===== config.mk =====
export PLATFORM = sky130hd
export DESIGN_NAME = riscv_mem_arbiter
export DESIGN_NICKNAME = d
export VERILOG_FILES = /design/src/rtl/riscv_mem_arbiter.sv
export SDC_FILE = /design/constraint.sdc
export NUM_CORES = 1
export LEC_CHECK = 0
export ABC_AREA = 1
export BUFFER_PORTS_ARGS = -buffer_cell sky130_fd_sc_hd__buf_2
export CORE_UTILIZATION = 40
export DETAILED_ROUTE_END_ITERATION = 12
export PLACE_DENSITY = 0.79
export SETUP_SLACK_MARGIN = 0.05
export SLEW_MARGIN = 20
export SYNTH_ARGS = -nofsm -noshare
export SYNTH_HDL_FRONTEND = slang
export SYNTH_SLANG_ARGS = --single-unit

===== constraint.sdc =====
create_clock -name clk -period 1.7 [get_ports clk]
set_input_delay 0.085 -clock clk [delete_from_list [all_inputs] [get_ports clk]]
set_output_delay 0.085 -clock clk [all_outputs]
set_load 0.05 [all_outputs]

===== src/rtl/riscv_mem_arbiter.sv =====
// riscv_mem_arbiter: shares one memory port between instruction fetch and data access,
// one transaction in flight, data preferred but fetch forced after MAX_DATA_RUN data wins.
module riscv_mem_arbiter #(
    parameter int MAX_DATA_RUN = 4
) (
    input  logic        clk,
    input  logic        rst,
    input  logic        i_req,
    input  logic [31:0] i_addr,
    output logic        i_gnt,
    output logic        i_rvalid,
    output logic [31:0] i_rdata,
    input  logic        d_req,
    input  logic        d_we,
    input  logic [31:0] d_addr,
    input  logic [31:0] d_wdata,
    output logic        d_gnt,
    output logic        d_rvalid,
    output logic [31:0] d_rdata,
    output logic        m_req,
    output logic        m_we,
    output logic [31:0] m_addr,
    output logic [31:0] m_wdata,
    input  logic        m_ready,
    input  logic        m_rvalid,
    input  logic [31:0] m_rdata,
    output logic        busy
);
    typedef enum logic [1:0] {IDLE, ISSUE, WAIT} state_t;
    localparam logic [3:0] RUN_MAX = 4'(MAX_DATA_RUN);
    state_t state, state_d;
    logic owner;
    logic we_q;
    logic [31:0] addr_q, wdata_q;
    logic [3:0] run_cnt;
    logic pick_i, pick_d, issue, acc, done;
    always_comb begin
        state_d = state;
        pick_i = 1'b0;
        pick_d = 1'b0;
        case (state)
            IDLE: begin
                pick_i = i_req && (!d_req || run_cnt == RUN_MAX);
                pick_d = d_req && !pick_i;
                state_d = (i_req || d_req) ? ISSUE : IDLE;
            end
            ISSUE: state_d = m_ready ? WAIT : ISSUE;
            WAIT: state_d = m_rvalid ? IDLE : WAIT;
            default: state_d = IDLE;
        endcase
    end
    // owner: 0 = fetch, 1 = data
    always_ff @(posedge clk or negedge rst) begin
        if (!rst) begin
            state <= IDLE;
            owner <= 1'b0;
            we_q <= 1'b0;
            addr_q <= '0;
            wdata_q <= '0;
            run_cnt <= '0;
        end else begin
            state <= state_d;
            if (pick_i) begin
                owner <= 1'b0;
                we_q <= 1'b0;
                addr_q <= i_addr;
                wdata_q <= '0;
                run_cnt <= '0;
            end else if (pick_d) begin
                owner <= 1'b1;
                we_q <= d_we;
                addr_q <= d_addr;
                wdata_q <= d_wdata;
                run_cnt <= !i_req ? 4'd0 : (run_cnt == RUN_MAX) ? run_cnt : run_cnt + 4'd1;
            end
        end
    end
    assign issue = state == ISSUE;
    assign acc = issue && m_ready;
    assign done = state == WAIT && m_rvalid;
    assign busy = state != IDLE;
    assign m_req = issue;
    assign m_we = issue && we_q;
    assign m_addr = issue ? addr_q : '0;
    assign m_wdata = issue ? wdata_q : '0;
    assign i_gnt = acc && !owner;
    assign d_gnt = acc && owner;
    assign i_rvalid = done && !owner;
    assign d_rvalid = done && owner;
    assign i_rdata = i_rvalid ? m_rdata : '0;
    assign d_rdata = d_rvalid ? m_rdata : '0;
endmodule


==> results_dict.tcl, run 1 <==
set metrics [dict create \
    outcome "finished, violations left" \
    violations "setup timing" \
    detail_route.vias_per_cell 5.20 \
    finalNonFillerCells 1142 \
    placement.setup.worst_slack_ns 0.0783 \
    timing_hold_violations_final 0 \
    timing.critical_path.cells "inv_2 > nand3_4 > nor2_4 > inv_6 > buf_16 > nor2_4 > buf_8" \
    area_of_the_die_um2 11400 \
    clock_tree.buffer_depth 2 \
    maxSlewViolCount 0 \
    relSlewSlack 0.708 \
    worst-setup-path-type "reg -> out" \
    drc 0 \
    cell_count_after_placement 1055 \
    count_of_buffers_from_port_buffering 269 \
    worstReg2RegStart "state[1]" \
    worstSetupPathDepth 7 \
    pwr_density_cell_nw_per_um2 1730 \
    synth_nets 814 \
    fmax_ghz 0.559 \
    worst_hold_margin_ns 0.0473 \
    intPower_w 0.00725 \
    grt_start_max_net_pins 79 \
    grt_setup_unrepaired "yes" \
    maxCapViolCount 0 \
    drive_above_1_share 0.471 \
    critical_path_arrival_ns 1.70 \
    number_of_sinks_driven_by_the_clock_tree 72 \
    clkTransAtPathRegs_ns 0.08 \
    layout_setup_ws_ns -0.0898 \
    cts_buffer_count 9 \
    groute.layer.met1.usage 0.311 \
    worst-path-buf-inv 4 \
    setup.worst_path.start "state[0]" \
    syn_inst 677 \
    p_sw_frac 0.529 \
    post_synth_instance_area_um2 4390 \
    final_util 0.849 \
    critPathLaunchType "register" \
    cts-root-buf "sky130_fd_sc_hd__clkbuf_8" \
    first_global_vias 5352 \
    synthesized_area_per_cell_um2 6.48 \
    global_route.peak_usage_layer "met2" \
    fillerInstances 553 \
    final.setup_skew_ns 0.0196 \
    timing.final.crit_period_ns 1.79 \
    core_region_area_um2 10500 \
    grt_overflow_total 0 \
    gp_congestion 0.828 \
    clock_insertion_delay_at_the_later_pin_of_the_skew_report_ns 0.34 \
    hold-path-cell-count 5 \
    critical-path-max-stage-delay_ns 0.40 \
    worstMarginPinSlew_ns 0.438 \
    critical-path-slowest-cell "sky130_fd_sc_hd__dfrtp_1" \
    wl_per_cell_um 18.7 \
    grt_use_met3 0.0377 \
    critical-path-top-delay-family "buffers and inverters" \
    power.share.sequential 0.192 \
    grt_first_pass_wirelength_um 25800 \
    final_antenna_net_count 0 \
    seq_cells_post_synth 72 \
    cts_max_level 3 \
    synth_seq_area_share 0.411 \
    syn2layout_area_growth_pct 102 \
    setup.reg_to_reg.worst_slack_ns -0.07 \
    io_pins 270 \
    maximum_vdd_ir_drop_v 0.00114 \
    hold_start "d_addr[19]" \
    synth.distinct_cells 18 \
    dr_total_vias 5934 \
    timing.hold.worst.class "in -> reg" \
    depth_of_the_worst_register_to_register_path 8 \
    die_w_um 107 \
    p_clk_frac 0.099 \
    cp-end-kind "output pin" \
    multi_input_comb_area_um2 2610 \
    detail_route.first_pass.iterations 5 \
    yosysWarningCount 0 \
    critical_path_rt_ns 1.62 \
    net_switching_power_of_the_design_w 0.00814 \
    fin_crit_sh 1.05 \
    critPathMostFrequentCell "sky130_fd_sc_hd__nor2_4" \
    regArea_um2 1800 \
    grt_antenna_before_repair 9 \
    cts_tree "yes" \
    finalSetupViolations 53 \
    track_usage 0.289 \
    dr.first_iter.drc_count 462 \
    power_frac_comb 0.709 \
    total_leakage_power_nw 4.60 \
    floorplan.initialDensity 0.419 \
    postRouteWirelength_um 21400 \
    die_h_um 107 \
    highest_net_fanout_along_the_worst_path 8 \
    layout_nets 1129 \
    globalRouteMet2Util 0.536 \
    post-dp-hpwl_um 9960 \
    sum_neg_setup_slack_ns -2.01 \
    placement_rows 37 \
]
==> what timing repair did <==
| action | 4_1_cts | 5_1_grt |
|---|---|---|
| hold buffers | 36 | 0 |
| setup endpoints to repair | 118 | 188 |
| setup buffers | 3 | 9 |
| pin swaps | 10 | 10 |
| resized for setup | 240 | 152 |
| endpoints found under the hold margin | 67 | 0 |
| cloned | 6 | 8 |
==> cells by family after synthesis <==
| kind of cell | share of synthesized area |
|---|---|
| compound gates | 0.0454 |
| xor+xnor | 0.00200 |
| fa+ha+maj | 0.00570 |
| buf+inv | 0.201 |
| flops | 0.411 |
| simple gates | 0.335 |
==> worst paths after layout <==
| check | to |
|---|---|
| hold / removal | addr_q[19] |
| hold reg to reg | addr_q[22] |
| max in group asynchronous | addr_q[0] |
| setup / recovery | d_rdata[25] |
| setup reg to reg | wdata_q[1] |
| min in group asynchronous | we_q |
==> power by group through the flow <==
stage / sequential, W / combinational, W / clock [W]
2_1_floorplan: 0.00283 / 0.00609 / 0
3_3_place_gp: 0.00288 / 0.00757 / 0
3_5_place_dp: 0.00291 / 0.00766 / 0
4_1_cts: 0.00289 / 0.00869 / 0.00153
5_1_grt: 0.00301 / 0.0114 / 0.00161
6_report: 0.00295 / 0.0109 / 0.00153
==> synthesized netlist by cell type, drive strengths merged <==
master | instances | area, um2
xor2 | 1 | 8.76
ha | 2 | 25.0
nor2 | 136 | 518
clkbuf | 9 | 33.8
o21ai | 35 | 175
dfrtp | 72 | 1800
buf | 31 | 199
nand4 | 4 | 25.0
inv | 173 | 649
a21oi | 1 | 16.3
o31ai | 1 | 7.51
nand2 | 111 | 422
nand3 | 101 | 505
==> worst min-delay path, cell delays in order <==
cell and delay, ns:
sky130_fd_sc_hd__buf_2 0.08, sky130_fd_sc_hd__inv_1 0.03, sky130_fd_sc_hd__nand2_1 0.05, sky130_fd_sc_hd__nand3_1 0.06
sky130_fd_sc_hd__nand2_1 0.05
==> state kept, by name, summed over array words and instances (netlist names) <==
signal and cells:
state 2, wdata_q 32, addr_q 32, owner 1, we_q 1, run_cnt 4
==> placed cells by master (no fill, tap or decap), drive strengths merged, types with 2 or more instances in the layout <==
| cell type | instances |
|---|---|
| inv | 175 |
| nand2 | 111 |
| dlygate4sd3 | 36 |
| diode | 10 |
| clkbuf | 16 |
| nor2 | 136 |
| clkinv | 2 |
| nand3 | 101 |
| dfrtp | 72 |
| nand4 | 4 |
| ha | 2 |
| bufinv | 2 |
| buf | 300 |
| o21ai | 35 |
==> layer usage <==
metal | vias up | share of wire
met2 | 413 | 0.53
li1 | 2641 | -
met5 | - | 0
met3 | 121 | 0.068
met4 | 0 | 0.075
met1 | 2759 | 0.33
==> per-stage QoR <==
step	power [W]	area, um2
floorplan	0.00892	5090
global placement	0.0104	6550
detailed placement	0.0106	6550
CTS	0.0131	8070
global route	0.0160	8880
finish	0.0154	8880
==> layout make-up <==
type,count,share of cell area
diodes,10,0.00282
well taps,136,0.0192
clock buffers,10,0.0155
clock inverters,5,0.00916
repair inverters,2,0.00197
flip-flops and latches,72,0.203
inverters,173,0.0759
repair buffers,342,0.378
multi-input cells,392,0.294
No activity file was read; power rests on OpenSTA's default activity.
==> run 2, diff against run 1 <==
--- a/config.mk
+++ b/config.mk
@@ -6,10 +6,10 @@
 export NUM_CORES = 1
 export LEC_CHECK = 0
 export ABC_AREA = 1
-export BUFFER_PORTS_ARGS = -buffer_cell sky130_fd_sc_hd__buf_2
 export CORE_UTILIZATION = 40
 export DETAILED_ROUTE_END_ITERATION = 12
-export PLACE_DENSITY = 0.79
+export DONT_BUFFER_PORTS = 1
+export PLACE_DENSITY = 0.58
 export SETUP_SLACK_MARGIN = 0.05
 export SLEW_MARGIN = 20
 export SYNTH_ARGS = -nofsm -noshare
==> results_dict.tcl, run 2 (synthesis gave the netlist of run 1 again) <==
set metrics [dict create \
    outcome "finished, violations left" \
    violations "hold timing, setup timing" \
    placement_rows 37 \
    dr.first_iter.drc_count 434 \
    grt_antenna_before_repair 0 \
    maximum_vdd_ir_drop_v 0.00127 \
    grt_first_pass_wirelength_um 32100 \
    layout_nets 1056 \
    critical-path-max-stage-delay_ns 0.40 \
    critical_path_rt_ns 1.62 \
    top_library_cells_by_usage_in_the_layout_fill_and_taps_aside "sky130_fd_sc_hd__inv_1 (166), sky130_fd_sc_hd__nor2_4 (133), sky130_fd_sc_hd__buf_12 (125)" \
    finalSetupViolations 131 \
    relSlewSlack 0.741 \
    final_antenna_net_count 0 \
    clock_insertion_delay_at_the_later_pin_of_the_skew_report_ns 0.36 \
    fmax_ghz 0.547 \
    critPathLaunchType "register" \
    grt_overflow_total 0 \
    postRouteWirelength_um 24300 \
    pwr_density_cell_nw_per_um2 1770 \
    detail_route.first_pass.iterations 7 \
    die_h_um 107 \
    post-dp-hpwl_um 11400 \
    fin_crit_sh 1.07 \
    worst-path-buf-inv 4 \
    cts_max_level 3 \
    number_of_sinks_driven_by_the_clock_tree 72 \
    cell_count_after_placement 918 \
    critical_path_arrival_ns 1.74 \
    drc 0 \
    track_usage 0.371 \
    cp-end-kind "output pin" \
    gp_congestion 0.790 \
    timing.critical_path.cells "inv_2 > nand3_4 > nor2_4 > inv_6 > buf_16 > nor2_4 > buf_12" \
    detailed_place.area_um2 7600 \
    highest_net_fanout_along_the_worst_path 8 \
    maxSlewViolCount 0 \
    depth_of_the_worst_register_to_register_path 6 \
    grt_setup_unrepaired "yes" \
    critical-path-slowest-cell "sky130_fd_sc_hd__dfrtp_1" \
    wl_per_cell_um 22.9 \
    cts-root-buf "sky130_fd_sc_hd__clkbuf_8" \
    area_of_the_die_um2 11400 \
    dr_total_vias 5846 \
    core_region_area_um2 10500 \
    worstMarginPinSlew_ns 0.389 \
    final_util 0.939 \
    maxCapViolCount 0 \
    finalNonFillerCells 1060 \
    worst-setup-path-type "reg -> out" \
    timing.hold.worst.class "in -> async" \
    first_global_vias 5892 \
    timing_hold_violations_final 72 \
    critPathMostFrequentCell "sky130_fd_sc_hd__nor2_4" \
    critical-path-top-delay-family "buffers and inverters" \
    timing.final.crit_period_ns 1.83 \
    reg_top3 "addr_q (32), wdata_q (32), run_cnt (4)" \
    mostFrequentLayoutCell "sky130_fd_sc_hd__inv_1" \
    postCtsHoldBufs 95 \
    worstSetupPathDepth 7 \
    syn2layout_area_growth_pct 124 \
    postLayoutCellArea_um2 9820 \
    antenna_cells 0 \
    layout_setup_ws_ns -0.127 \
    total_leakage_power_nw 4.56 \
    clock_tree.buffer_depth 2 \
    clkTransAtPathRegs_ns 0.09 \
    cts_tree "yes" \
    io_pins 270 \
    cts_buffer_count 9 \
    final.setup_skew_ns 0.0182 \
    count_of_buffers_from_port_buffering 0 \
    die_w_um 107 \
    drive_above_1_share 0.370 \
    grt_start_max_net_pins 97 \
    worst_hold_margin_ns -0.590 \
    floorplan.initialDensity 0.419 \
    detail_route.vias_per_cell 5.52 \
]
==> run 2: repair_timing <==
action	4_1_cts	5_1_grt
resized for setup	101	42
gates cloned	4	10
pin swaps	8	19
setup buffers	9	8
hold endpoints to repair	142	72
endpoints found under the setup margin	116	201
==> run 2: stage by stage <==
stage	TNS (ns)	hold WS [ns]	worst slack (ns)	power, W
floorplan	-4.27	-0.211	-0.0766	0.00892
global placement	0	-0.208	0.199	0.0126
detailed placement	0	-0.209	0.114	0.0129
CTS	-2.00	-0.596	-0.0467	0.0157
global route	-12.29	-0.608	-0.173	0.0179
finish	-5.90	-0.590	-0.127	0.0174
==> run 2: final cells by class <==
class	instances	area, um2
fillers	303	641
clock inverters	7	78.8
inverters	173	674
well taps	136	170
clock buffers	9	124
flip-flops and latches	72	1800
repair inverters	1	11.3
repair buffers	270	4220
multi-input cells	392	2740
==> run 2: final timing paths <==
kind	endpoint	slack (ns)	startpoint
max in group asynchronous	state[1]	2.15	rst
worst max register to register	wdata_q[30]	-0.01	state[0]
worst max-delay path	i_rdata[22]	-0.13	state[0]
worst min register to register	addr_q[31]	0.49	addr_q[31]
worst min-delay path	addr_q[26]	-0.59	rst
min in group clk	addr_q[17]	0.02	i_addr[17]
==> run 2: per-layer routing <==
layer / track usage / vias to the layer above / wire [um]
li1: - / 2476 / -
met1: 0.387 / 2794 / 8030
met4: 0.220 / 0 / 1660
met3: 0.105 / 130 / 2090
met2: 0.660 / 446 / 12500
met5: 0 / - / 0
==> run 2: power breakdown <==
group	internal [W]	switching, W	total [W]
clock	0.000694	0.000763	0.00146
sequential	0.00253	0.000483	0.00302
combinational	0.00517	0.00778	0.0129
==> run 2: worst reg2reg max path: stages (launching register included) <==
cell and delay, ns:
sky130_fd_sc_hd__dfrtp_1 0.40, sky130_fd_sc_hd__inv_2 0.11, sky130_fd_sc_hd__buf_12 0.12, sky130_fd_sc_hd__nand2_2 0.12, sky130_fd_sc_hd__a21oi_4 0.23, sky130_fd_sc_hd__clkbuf_8 0.39, sky130_fd_sc_hd__o21ai_0 0.21
==> run 3, diff against run 2 <==
--- a/config.mk
+++ b/config.mk
@@ -6,10 +6,12 @@
 export NUM_CORES = 1
 export LEC_CHECK = 0
 export ABC_AREA = 1
+export CELL_PAD_IN_SITES_DETAIL_PLACEMENT = 1
+export CELL_PAD_IN_SITES_GLOBAL_PLACEMENT = 1
 export CORE_UTILIZATION = 40
 export DETAILED_ROUTE_END_ITERATION = 12
 export DONT_BUFFER_PORTS = 1
-export PLACE_DENSITY = 0.58
+export PLACE_DENSITY = 0.81
 export SETUP_SLACK_MARGIN = 0.05
 export SLEW_MARGIN = 20
 export SYNTH_ARGS = -nofsm -noshare
==> results_dict.tcl, run 3 <==
set metrics [dict create \
    floorplan.initialDensity 0.419 \
    netlist_top_cells_area "sky130_fd_sc_hd__dfrtp_1 (41%), sky130_fd_sc_hd__inv_1 (14%), sky130_fd_sc_hd__nor2_1 (12%), sky130_fd_sc_hd__nand3_1 (12%), sky130_fd_sc_hd__nand2_1 (9.3%)" \
    placement_rows 37 \
    synth_commonest_cells "sky130_fd_sc_hd__inv_1 (169), sky130_fd_sc_hd__nor2_1 (135), sky130_fd_sc_hd__nand2_1 (109)" \
    post_synth_instance_area_um2 4390 \
    die_h_um 107 \
    count_of_buffers_from_port_buffering 0 \
    outcome "did not finish" \
    stop_error "[ERROR DPL-0033] detailed placement checks failed during check placement." \
    number_of_sinks_driven_by_the_clock_tree 72 \
    cts_max_level 3 \
    synth_nets 814 \
    synth-edff-count 0 \
    detailed_place.area_um2 7500 \
    synth_ff_type "sky130_fd_sc_hd__dfrtp_1" \
    cts_setup_buffers 16 \
    yosys.area.top_type "sky130_fd_sc_hd__dfrtp_1" \
    io_pins 270 \
    synthesized_area_per_cell_um2 6.48 \
    cts_buffer_count 9 \
    clock_tree.buffer_depth 2 \
    synth.distinct_cells 18 \
    cell_count_after_placement 914 \
    haltStage "clock tree synthesis (4_1_cts)" \
    seq_cells_post_synth 72 \
    synth_seq_area_share 0.411 \
    async_reset_ff_frac 1.00 \
    yosysWarningCount 0 \
    gp_congestion 0.777 \
    syn_inst 677 \
    dominant_cell_by_count_in_the_synthesized_netlist "sky130_fd_sc_hd__inv_1" \
    die_w_um 107 \
    post_cts_resize_count 160 \
    postCtsHoldBufs 72 \
    yosysTopAreaCellShare 0.411 \
    cts-root-buf "sky130_fd_sc_hd__clkbuf_8" \
    post-dp-hpwl_um 17200 \
]
==> run 3: logic make-up after synthesis <==
group	Yosys count	share of synthesized area
compound gates	37	0.0454
xor+xnor	1	0.00200
fa+ha+maj	2	0.00570
buf+inv	213	0.201
flops	72	0.411
simple gates	352	0.335
==> run 3: stage by stage <==
stage / worst slack [ns] / hold slack [ns] / setup TNS, ns / util
after detailed placement: -0.0463 / -0.209 / -0.0777 / 0.717
after global placement: 0.191 / -0.208 / 0 / 0.717
after floorplan: -0.0766 / -0.211 / -4.27 / -
==> run 4, diff against run 3 <==
==> config.mk (replaced) <==
export PLATFORM = sky130hd
export DESIGN_NAME = riscv_mem_arbiter
export DESIGN_NICKNAME = d
export VERILOG_FILES = /design/src/rtl/riscv_mem_arbiter.sv
export SDC_FILE = /design/constraint.sdc
export NUM_CORES = 1
export LEC_CHECK = 0
export ABC_AREA = 1
export CORE_UTILIZATION = 25
export DETAILED_ROUTE_END_ITERATION = 12
export DONT_BUFFER_PORTS = 1
export PLACE_DENSITY_LB_ADDON = 0.15
export SLEW_MARGIN = 20
export SYNTH_ARGS = -nofsm -noshare
export SYNTH_HDL_FRONTEND = slang
export SYNTH_SLANG_ARGS = --single-unit
==> results_dict.tcl, run 4 (synthesis gave the netlist of run 1 again) <==
set metrics [dict create \
    depth_of_the_worst_register_to_register_path 7 \
    final.setup_skew_ns 0.00746 \
    outcome "finished, violations left" \
    r2r-end "wdata_q[5]" \
    violations "hold timing, setup timing" \
    timing.hold.worst.class "in -> async" \
    track_usage 0.181 \
    cp-end-kind "output pin" \
    maximum_vdd_ir_drop_v 0.000950 \
    top_library_cells_by_usage_in_the_layout_fill_and_taps_aside "sky130_fd_sc_hd__inv_1 (166), sky130_fd_sc_hd__nand2_1 (109), sky130_fd_sc_hd__buf_12 (109)" \
    intPower_w 0.00761 \
    die_w_um 134 \
    io_pins 270 \
    die_h_um 134 \
    maxCapViolCount 0 \
    reg_top3 "addr_q (32), wdata_q (32), run_cnt (4)" \
    cts_max_level 3 \
    cts-root-buf "sky130_fd_sc_hd__clkbuf_16" \
    grt_start_max_net_pins 73 \
    relSlewSlack 0.739 \
    clock_insertion_delay_at_the_later_pin_of_the_skew_report_ns 0.34 \
    mostFrequentLayoutCell "sky130_fd_sc_hd__inv_1" \
    detail_route.first_pass.iterations 4 \
    fillerInstances 1489 \
    wl_per_cell_um 14.2 \
    worstMarginPinSlew_ns 0.392 \
    postLayoutCellArea_um2 9330 \
    grt_overflow_total 0 \
    grt_first_pass_wirelength_um 25700 \
    power.share.sequential 0.192 \
    cts_tree "yes" \
    timing.final.crit_period_ns 1.71 \
    dr.first_iter.drc_count 207 \
    fmax_ghz 0.586 \
    timing.critical_path.cells "inv_2 > nand3_4 > nor2_4 > inv_6 > buf_16 > nor2_4 > buf_12" \
    clock_tree.buffer_depth 2 \
    number_of_sinks_driven_by_the_clock_tree 72 \
    core_region_area_um2 17200 \
    critPathLaunchType "register" \
    drc 0 \
    syn2layout_area_growth_pct 113 \
    gp_congestion 0.764 \
    drive_above_1_share 0.355 \
    layout_nets 1041 \
    postRouteWirelength_um 16000 \
    critical-path-max-stage-delay_ns 0.39 \
    critical_path_rt_ns 1.62 \
    sum_neg_setup_slack_ns -0.0128 \
    post-dp-hpwl_um 11100 \
    maxSlewViolCount 0 \
    worstReg2RegStart "state[0]" \
    fin_crit_sh 1.00 \
    p_clk_frac 0.126 \
    dr_total_vias 5033 \
    clkTransAtPathRegs_ns 0.06 \
    floorplan.initialDensity 0.255 \
    antenna_cells 0 \
    detailed_place.area_um2 7740 \
    net_switching_power_of_the_design_w 0.00755 \
    highest_net_fanout_along_the_worst_path 9 \
    detail_route.vias_per_cell 4.45 \
    worst-setup-path-type "reg -> out" \
    totalPowerFinal_w 0.0152 \
    finalSetupViolations 3 \
    cts_buffer_count 9 \
    p_sw_frac 0.498 \
    postCtsHoldBufs 93 \
    count_of_buffers_from_port_buffering 0 \
    critical_path_arrival_ns 1.62 \
    placement_rows 48 \
    critical-path-slowest-cell "sky130_fd_sc_hd__dfrtp_1" \
    total_leakage_power_nw 4.37 \
    area_of_the_die_um2 18100 \
    setup.reg_to_reg.worst_slack_ns 0.13 \
    placement.setup.worst_slack_ns 0.124 \
    final_antenna_net_count 0 \
    pwr_density_cell_nw_per_um2 1630 \
    grt_setup_unrepaired "yes" \
    grt_antenna_before_repair 0 \
    first_global_vias 5138 \
    timing_hold_violations_final 72 \
    layout_setup_ws_ns -0.00651 \
    worst_hold_margin_ns -0.564 \
    critPathMostFrequentCell "sky130_fd_sc_hd__nor2_4" \
    power_frac_comb 0.682 \
]
run 4: stage by stage:
step	std cells	utilization
global placement	1011	0.449
floorplan	677	-
CTS	1127	0.534
detailed placement	1011	0.449
global route	1132	0.541
finish	1132	0.541
run 4: critical path: cells and delay by family (launching register included):
kind	cells	cell delay, ns
buffers and inverters	4	0.51
AND/OR/NAND/NOR	3	0.37
flip-flops	1	0.39
run 4: worst max-delay path by stage:
stage	startpoint	slack, ns	cells after the start	end
after floorplan	state[0]	-0.22	6	d_rdata[11]
after global placement	state[1]	0.16	5	state[0]
after global routing	state[0]	-0.10	7	d_rdata[21]
after detailed placement	run_cnt[0]	0.12	8	addr_q[28]
after CTS	state[0]	-0.05	7	d_rdata[21]
final	state[0]	-0.007	7	d_rdata[15]
run 4: what timing repair did:
action / 4_1_cts / 5_1_grt
pin swaps: 5 / 3
endpoints found under the setup margin: 90 / 173
gates cloned: 4 / 2
setup buffers: 5 / 3
endpoints found under the hold margin: 142 / 72
resized for setup: 24 / 19
run 4: cell type report:
type / count / area (um2) / share of cell area
clock buffer: 10 / 239 / 0.0256
clock inverter: 4 / 55.1 / 0.00590
inverter: 173 / 664 / 0.0712
multi-input combinational: 392 / 2590 / 0.277
sequential: 72 / 1800 / 0.193
tap: 225 / 282 / 0.0302
timing repair buffer: 256 / 3700 / 0.396
run 4: power by group through the flow:
stage               clock, W  combinational [W]  sequential, W
finish               0.00191             0.0103        0.00291
global route         0.00206             0.0110        0.00300
CTS                  0.00199             0.0103        0.00291
detailed placement         0            0.00972        0.00292
global placement           0            0.00961        0.00289
floorplan                  0            0.00646        0.00282
run 4: metal layers:
| metal | track usage | part of all wire |
|---|---|---|
| met1 | 0.212 | 0.40 |
| met5 | 0 | 0 |
| met4 | 0.0581 | 0.014 |
| met2 | 0.326 | 0.52 |
| met3 | 0.0417 | 0.067 |
